File: src/rtl/hps_instr_bridge_if.sv
// HPS instruction bridge bus: push strobe and word pair in, FWFT read port and status out.
interface hps_instr_bridge_if #(
    parameter int DATA_W = 32,
    parameter int DEPTH  = 16
);
    localparam int LVL_W = $clog2(DEPTH) + 1;

    logic              wrreg;
    logic [DATA_W-1:0] data_a;
    logic [DATA_W-1:0] data_b;
    logic              screen;
    logic              reset_pulsecounter;
    logic              rd_en;
    logic              rd_valid;
    logic [DATA_W-1:0] rd_data_a;
    logic [DATA_W-1:0] rd_data_b;
    logic              wrfull;
    logic              almost_full;
    logic              empty;
    logic [LVL_W-1:0]  level;
    logic [15:0]       drop_count;
    logic [15:0]       frame_count;

    modport slave (
        input  wrreg, data_a, data_b, screen, reset_pulsecounter, rd_en,
        output rd_valid, rd_data_a, rd_data_b, wrfull, almost_full, empty,
               level, drop_count, frame_count
    );

    modport master (
        output wrreg, data_a, data_b, screen, reset_pulsecounter, rd_en,
        input  rd_valid, rd_data_a, rd_data_b, wrfull, almost_full, empty,
               level, drop_count, frame_count
    );
endinterface

File: src/rtl/hps_instr_bridge.sv
// Edge-triggered HPS instruction FIFO with first-word-fall-through read, optional
// vertical-blank gating of the read side, drop counter and frame counter.
module hps_instr_bridge #(
    parameter int DATA_W      = 32,
    parameter int DEPTH       = 16,
    parameter int AF_LEVEL    = DEPTH - 2,
    parameter int GATE_SCREEN = 0
) (
    input  logic                  clk_clk,
    input  logic                  reset_reset_n,
    hps_instr_bridge_if.slave     bus
);
    localparam int PTR_W = $clog2(DEPTH);
    localparam int LVL_W = PTR_W + 1;
    localparam int ENT_W = 2 * DATA_W;
    localparam logic [LVL_W-1:0] FULL_LVL = LVL_W'(DEPTH);
    localparam logic [LVL_W-1:0] AF_LVL   = LVL_W'(AF_LEVEL);

    function automatic logic [15:0] sat_inc16(input logic [15:0] v);
        return (v == 16'hFFFF) ? v : v + 16'd1;
    endfunction

    logic [ENT_W-1:0] mem_r [DEPTH];
    logic [PTR_W-1:0] wr_ptr_r;
    logic [PTR_W-1:0] rd_ptr_r;
    logic [LVL_W-1:0] level_r;
    logic [15:0]      drop_r;
    logic [15:0]      frame_r;
    logic             wrreg_q_r;
    logic             screen_q_r;

    logic             push_req_s;
    logic             empty_s;
    logic             gate_open_s;
    logic             rd_valid_s;
    logic             pop_s;
    logic             wr_accept_s;
    logic             drop_s;
    logic             screen_rise_s;

    // Push/pop qualification; a full FIFO still accepts when the head leaves this cycle.
    always_comb begin
        push_req_s    = bus.wrreg & ~wrreg_q_r;
        screen_rise_s = bus.screen & ~screen_q_r;
        empty_s       = (level_r == '0);
        if (GATE_SCREEN != 0) begin
            gate_open_s = bus.screen;
        end else begin
            gate_open_s = 1'b1;
        end
        rd_valid_s  = ~empty_s & gate_open_s;
        pop_s       = bus.rd_en & rd_valid_s;
        wr_accept_s = push_req_s & ((level_r != FULL_LVL) | pop_s);
        drop_s      = push_req_s & ~wr_accept_s;
    end

    // Storage array; contents are don't-care while empty, so it carries no reset.
    always_ff @(posedge clk_clk) begin
        if (wr_accept_s) begin
            mem_r[wr_ptr_r] <= {bus.data_a, bus.data_b};
        end
    end

    // Edge detectors, pointers and occupancy.
    always_ff @(posedge clk_clk or negedge reset_reset_n) begin
        if (!reset_reset_n) begin
            wrreg_q_r  <= 1'b1;
            screen_q_r <= 1'b1;
            wr_ptr_r   <= '0;
            rd_ptr_r   <= '0;
            level_r    <= '0;
        end else begin
            wrreg_q_r  <= bus.wrreg;
            screen_q_r <= bus.screen;
            if (wr_accept_s) begin
                wr_ptr_r <= wr_ptr_r + PTR_W'(1);
            end
            if (pop_s) begin
                rd_ptr_r <= rd_ptr_r + PTR_W'(1);
            end
            case ({wr_accept_s, pop_s})
                2'b10:   level_r <= level_r + LVL_W'(1);
                2'b01:   level_r <= level_r - LVL_W'(1);
                default: level_r <= level_r;
            endcase
        end
    end

    // Drop and frame counters; a counter clear wins over a coincident screen edge.
    always_ff @(posedge clk_clk or negedge reset_reset_n) begin
        if (!reset_reset_n) begin
            drop_r  <= 16'd0;
            frame_r <= 16'd0;
        end else begin
            if (drop_s) begin
                drop_r <= sat_inc16(drop_r);
            end
            if (bus.reset_pulsecounter) begin
                frame_r <= 16'd0;
            end else if (screen_rise_s) begin
                frame_r <= frame_r + 16'd1;
            end
        end
    end

    // Output drive; head data is forced to zero whenever the FIFO is empty.
    always_comb begin
        bus.rd_valid    = rd_valid_s;
        bus.empty       = empty_s;
        bus.wrfull      = (level_r == FULL_LVL);
        bus.almost_full = (level_r >= AF_LVL);
        bus.level       = level_r;
        bus.drop_count  = drop_r;
        bus.frame_count = frame_r;
        if (empty_s) begin
            bus.rd_data_a = '0;
            bus.rd_data_b = '0;
        end else begin
            bus.rd_data_a = mem_r[rd_ptr_r][ENT_W-1:DATA_W];
            bus.rd_data_b = mem_r[rd_ptr_r][DATA_W-1:0];
        end
    end
endmodule

File: src/flat_wrapper.sv
// flat-port wrapper written by rule: the top's interface ports become plain ports
module hps_instr_bridge_flat 
#(
    parameter int DATA_W      = 32,
    parameter int DEPTH       = 16,
    parameter int AF_LEVEL    = DEPTH - 2,
    parameter int GATE_SCREEN = 0
)
  (clk_clk, reset_reset_n, bus_wrreg, bus_data_a, bus_data_b, bus_screen, bus_reset_pulsecounter, bus_rd_en, bus_rd_valid, bus_rd_data_a, bus_rd_data_b, bus_wrfull, bus_almost_full, bus_empty, bus_level, bus_drop_count, bus_frame_count);
  hps_instr_bridge_if #(.DATA_W(DATA_W), .DEPTH(DEPTH)) bus_i ();
  input  logic clk_clk;
  input  logic reset_reset_n;
  input wire logic [$bits(bus_i.wrreg)-1:0] bus_wrreg;
  input wire logic [$bits(bus_i.data_a)-1:0] bus_data_a;
  input wire logic [$bits(bus_i.data_b)-1:0] bus_data_b;
  input wire logic [$bits(bus_i.screen)-1:0] bus_screen;
  input wire logic [$bits(bus_i.reset_pulsecounter)-1:0] bus_reset_pulsecounter;
  input wire logic [$bits(bus_i.rd_en)-1:0] bus_rd_en;
  output wire logic [$bits(bus_i.rd_valid)-1:0] bus_rd_valid;
  output wire logic [$bits(bus_i.rd_data_a)-1:0] bus_rd_data_a;
  output wire logic [$bits(bus_i.rd_data_b)-1:0] bus_rd_data_b;
  output wire logic [$bits(bus_i.wrfull)-1:0] bus_wrfull;
  output wire logic [$bits(bus_i.almost_full)-1:0] bus_almost_full;
  output wire logic [$bits(bus_i.empty)-1:0] bus_empty;
  output wire logic [$bits(bus_i.level)-1:0] bus_level;
  output wire logic [$bits(bus_i.drop_count)-1:0] bus_drop_count;
  output wire logic [$bits(bus_i.frame_count)-1:0] bus_frame_count;
  assign bus_i.wrreg = bus_wrreg;
  assign bus_i.data_a = bus_data_a;
  assign bus_i.data_b = bus_data_b;
  assign bus_i.screen = bus_screen;
  assign bus_i.reset_pulsecounter = bus_reset_pulsecounter;
  assign bus_i.rd_en = bus_rd_en;
  assign bus_rd_valid = bus_i.rd_valid;
  assign bus_rd_data_a = bus_i.rd_data_a;
  assign bus_rd_data_b = bus_i.rd_data_b;
  assign bus_wrfull = bus_i.wrfull;
  assign bus_almost_full = bus_i.almost_full;
  assign bus_empty = bus_i.empty;
  assign bus_level = bus_i.level;
  assign bus_drop_count = bus_i.drop_count;
  assign bus_frame_count = bus_i.frame_count;
  hps_instr_bridge #(.DATA_W(DATA_W), .DEPTH(DEPTH), .AF_LEVEL(AF_LEVEL), .GATE_SCREEN(GATE_SCREEN)) u_core (.clk_clk(clk_clk), .reset_reset_n(reset_reset_n), .bus(bus_i));
endmodule
File: config.mk
export PLATFORM = sky130hd
export DESIGN_NAME = hps_instr_bridge_flat
export DESIGN_NICKNAME = d
export VERILOG_FILES = /design/src/rtl/hps_instr_bridge_if.sv /design/src/rtl/hps_instr_bridge.sv /design/src/flat_wrapper.sv
export SDC_FILE = /design/constraint.sdc
export NUM_CORES = 1
export LEC_CHECK = 0
export CORE_MARGIN = 2
export CORE_UTILIZATION = 46
export CTS_BUF_LIST = sky130_fd_sc_hd__clkbuf_16
export CTS_CLUSTER_DIAMETER = 200
export CTS_CLUSTER_SIZE = 14
export DETAILED_ROUTE_END_ITERATION = 6
export HOLD_SLACK_MARGIN = 0.12
export PLACE_DENSITY = 0.71
export SETUP_SLACK_MARGIN = 0.15
export SLEW_MARGIN = 20
export SYNTH_ARGS = -nofsm -noshare
export SYNTH_HDL_FRONTEND = slang
export SYNTH_SLANG_ARGS = --single-unit
File: constraint.sdc
create_clock -name clk_clk -period 11.2 [get_ports clk_clk]
set_input_delay 1.12 -clock clk_clk [delete_from_list [all_inputs] [get_ports clk_clk]]
set_output_delay 1.12 -clock clk_clk [all_outputs]
set_load 0.01 [all_outputs]
==> impl_summary.txt <==
----------------------------------------------------
[Timing]
  Fin crit share ... 52.1%
  Post-Route Skew ... 0.0186 ns
  Number of endpoints failing setup at the final stage ... 0
  Setup repair after global routing missed its margin ... no
  Clock period minus final worst setup slack ... around 6 ns
  Count of endpoints failing hold in the final timing report ... 0
  Worst hold-check slack ... 0.495 ns
  Maximum operating frequency ... 171 MHz
  Slew headroom ... between 20 and 25%
  Transition time of the tightest slew-check pin ... around 1.1 ns
  Fin. max-slew vios ... 0
  Setup TNS ... 0 ns

[Setup path]
  Worst-path cell chain ... buf_4, buf_4, mux4_2, mux2i_1, o22ai_1, clkdlybuf4s50_1
  Worst-case register-to-register setup slack ... about 7.4 ns
  Maximum net fanout on the critical path ... 45
  Crit Reg-Reg Endpoint ... u_core.mem_r[13][61]
  Longest individual stage delay on the worst path ... 0.93 ns
  Number of cells on the worst reg-to-reg path ... 5
  CP max stage cell ... sky130_fd_sc_hd__dfrtp_4
  Most numerous cell on the critical path ... sky130_fd_sc_hd__buf_4
  Critical Path Sink Type ... output pin
  Kind of start point of the critical path ... register
  Worst Setup Path Type ... reg -> out
  Signal arrival time at the worst endpoint ... between 4 and 5 ns
  Required time of the critical path ... 10.08 ns
  Startpoint of the most critical register-to-register path ... u_core.bus.level[0]

[Global route]
  Wire length of the first global-routing pass ... about 130 mm
  Combined global-route utilization of all metal layers ... between 10% and 20%
  Via count of the first global-routing pass ... ~20k
  Pin count of the biggest net entering global routing ... around 100
  Total congestion overflow ... 0
  Antenna violations before repair ... 9

[Synthesis]
  Commonest register cell after synthesis ... sky130_fd_sc_hd__edfxtp_1
  Sequential area share after synthesis ... 77.5%
  Cells taking the most area after synthesis ... sky130_fd_sc_hd__edfxtp_1 (75%), sky130_fd_sc_hd__mux4_2 (14%), sky130_fd_sc_hd__mux2i_1 (3.2%), sky130_fd_sc_hd__dfrtp_1 (2.7%), sky130_fd_sc_hd__o22ai_1 (0.97%)
  Post-Synthesis Cells ... 1,809
  Library cells used by synthesis ... 47
  Share of the synthesized area in the top cell type ... 74.7%
  Synthesized area per cell ... roughly 23 um^2
  Number of warnings issued by yosys ... 0
  Post-synthesis register bit count ... around 1.1k
  EDFF count, synth ... between 1k and 1.5k
  Number of nets in the synthesized netlist ... approximately 1.9k
  Top cell type by total area after synthesis ... sky130_fd_sc_hd__edfxtp_1
  FFs w/ async S/R, synth ... 4.39%
  Netlist area before placement ... about 40,000 um^2

[Placement]
  Port Buffer Count ... between 150 and 200
  DP Wirelength ... ~46 mm
  GP Congestion ... between 0.7 and 0.8
  Placed inst area ... ~44,000 um^2
  Number of instances in the placed design ... between 3k and 4k

[Detailed routing]
  Vias per cell ... roughly 5.9
  Final routed wirelength across all metal layers ... about 89 mm
  Post-detailed-route wirelength per cell ... roughly 28 um
  DR pass1 iterations ... 5
  DRC violation count after routing ... 0
  Via count ... 19.0k
  Count of nets left with antenna violations after detail routing ... 0
  Number of DRC violations after detailed-routing iteration 0 ... between 1.5k and 2k

[Floorplan]
  Number of top-level pins ... between 150 and 200
  Die Outline Area ... between 90,000 and 100,000 um^2
  Effective utilization at floorplan ... a little under half
  Die height ... about 300 um
  Number of cell rows ... 109
  Horizontal die dimension ... roughly 300 um
  Area inside the core boundary ... 88,500 um^2

[Run status]
  Status ... complete, no violations

[Clock network]
  Number of post-CTS setup repair buffers ... 0
  TritonCTS clock tree ... built
  Root Buffer Master ... sky130_fd_sc_hd__clkbuf_16
  Number of sinks driven by the clock tree ... 1,071
  CTS Hold Bufs ... 0
  Buffer levels on the longest clock path ... 3
  H-tree levels ... 3
  Clk pin slew, worst setup/hold paths ... ~0.07 ns
  Clock latency of the later-clocked register in the worst-skew pair ... 0.63 ns
  Cts bufs inserted ... 86
  Post_cts resized ... 0

[Power]
  Pwr Total ... around 11,000 uW
  Power Dens Cells ... roughly 230 nW/um^2
  Worst IR drop on VDD ... between 150 and 200 uV
  Sequential fraction of design power ... ~45%
  Switch share ... between 20% and 30%
  Internal power summed over all cells ... 7690 uW
  Cell leakage power ... ~0.015 uW
  P_sw ... around 3200 uW
  Combinational share of power ... between 30% and 40%
  Clk pwr share ... around 25%

[Finish]
  Seq. cell area ... 31,900 um^2
  Number of inserted filler cells in the final layout ... ~6.6k
  Cell area after layout ... around 47,000 um^2
  Final nets ... approximately 2.1k
  Fraction of final layout cells with drive strength greater than 1 ... 21.3%
  Multi-input gate area in the final layout ... just under 9000 um^2
  Layout-stage area growth over the synthesis result ... 13.6%
  Number of non-filler instances in the completed layout ... 3,202

[Run]
  Maxcap violations ... 0

[Hold path]
  Hold crit path type ... in -> async

----------------------------------------------------
cell families (layout without fill, tap and decap cells):
family                     after synthesis  count (layout)  synth area share [%]
AOI/OAI and AO/OA                       77              77                  1.18
xor gates and xnor gates                33              33                 0.702
adders and majority gates               11              11                 0.352
buffers and inverters                  100             325                  1.08
DFF                                   1071            1071                  77.5
muxes                                  397             397                  17.5
other                                    0               3                     0
and+or+nand+nor                        120             120                  1.69
cells in the final DEF (no fill, tap or decap), types with 20 or more instances in the layout:
master and count:
sky130_fd_sc_hd__clkbuf_16 89, sky130_fd_sc_hd__dfrtp_1 42, sky130_fd_sc_hd__edfxtp_1 1024, sky130_fd_sc_hd__buf_4 33, sky130_fd_sc_hd__inv_1 21, sky130_fd_sc_hd__o22ai_1 64
sky130_fd_sc_hd__mux2i_1 131, sky130_fd_sc_hd__xor2_1 24, sky130_fd_sc_hd__nor2_1 20, sky130_fd_sc_hd__clkdlybuf4s50_1 173, sky130_fd_sc_hd__mux4_2 256
critical path: cells and delay by family (launching register included):
kind                   cells  cell delay (ns)
buffers and inverters      3             2.13
flip-flops                 1             0.93
multiplexers               2             0.76
AO/OA/AOI/OAI              1             0.14
routing by layer:
metal	track usage (%)	routed length, um	vias up
li1	-	-	8003
met1	26.0	35900	10187
met4	6.66	2140	10
met3	3.00	5000	144
met2	33.4	46100	635
met5	0	63	-
how the worst max path moves through the flow:
stage                               endpoint  cells past startpoint          startpoint
after CTS                  bus_rd_data_a[28]                      6  u_core.rd_ptr_r[0]
final                      bus_rd_data_a[28]                      6  u_core.rd_ptr_r[0]
after global routing        bus_rd_data_b[1]                      6  u_core.rd_ptr_r[0]
after detailed placement   bus_rd_data_a[28]                      6  u_core.rd_ptr_r[0]
after global placement     bus_rd_data_a[30]                      6  u_core.rd_ptr_r[0]
after floorplan           u_core.mem_r[3][0]                      4           bus_rd_en
power groups by stage:
stage          clock network [uW]  registers (uW)  logic (uW)
6_report                     2690            4830        3330
5_1_grt                      2890            4850        3550
4_1_cts                      2740            4830        3400
3_5_place_dp                    0            4920        3380
3_3_place_gp                    0            4900        3350
2_1_floorplan                   0            4770        2240
registers in the layout, summed over array words and instances (netlist names):
register                cells
u_core.bus.drop_count      16
u_core.mem_r             1024
u_core.rd_ptr_r             4
u_core.screen_q_r           1
u_core.wr_ptr_r             4
u_core.bus.level            5
u_core.bus.frame_count     16
u_core.wrreg_q_r            1
cell usage after synthesis, types with 2 or more instances:
cell	count
sky130_fd_sc_hd__xor2_1	24
sky130_fd_sc_hd__nor3_1	7
sky130_fd_sc_hd__buf_1	12
sky130_fd_sc_hd__o22ai_1	64
sky130_fd_sc_hd__mux4_2	256
sky130_fd_sc_hd__nor2b_1	3
sky130_fd_sc_hd__mux2i_1	131
sky130_fd_sc_hd__nand3_1	15
sky130_fd_sc_hd__a21oi_1	3
sky130_fd_sc_hd__xnor2_1	9
sky130_fd_sc_hd__dfrtp_1	45
sky130_fd_sc_hd__inv_1	6
sky130_fd_sc_hd__or2_2	2
sky130_fd_sc_hd__o21ai_0	2
sky130_fd_sc_hd__nor4_1	5
sky130_fd_sc_hd__nand2_1	20
sky130_fd_sc_hd__mux2_2	9
sky130_fd_sc_hd__dfstp_2	2
sky130_fd_sc_hd__edfxtp_1	1024
sky130_fd_sc_hd__ha_1	10
sky130_fd_sc_hd__a21o_1	3
sky130_fd_sc_hd__or4_1	2
sky130_fd_sc_hd__nor2_1	32
sky130_fd_sc_hd__nand4_1	9
sky130_fd_sc_hd__clkbuf_1	35
sky130_fd_sc_hd__and4b_1	2
sky130_fd_sc_hd__buf_2	45
sky130_fd_sc_hd__and4_1	4
sky130_fd_sc_hd__nand2b_1	5
sky130_fd_sc_hd__nor4_2	6
through the flow:
stage | util (%) | setup WS [ns]
6_report | 52.8 | 5.36
5_1_grt | 52.8 | 4.93
4_1_cts | 52.8 | 5.17
3_5_place_dp | 50.1 | 5.87
3_3_place_gp | 50.1 | 5.90
2_1_floorplan | - | 4.43
area by class of cell:
cell class                 instances  area share [%]
inverter                           6          0.0482
clock buffer                      89            4.76
clock inverter                    20           0.214
timing repair buffer             210            4.42
tap                             1165            3.12
multi-input combinational        638            19.1
antenna                            3          0.0161
sequential                      1071            68.3
No activity file was read; power rests on OpenSTA's default activity.
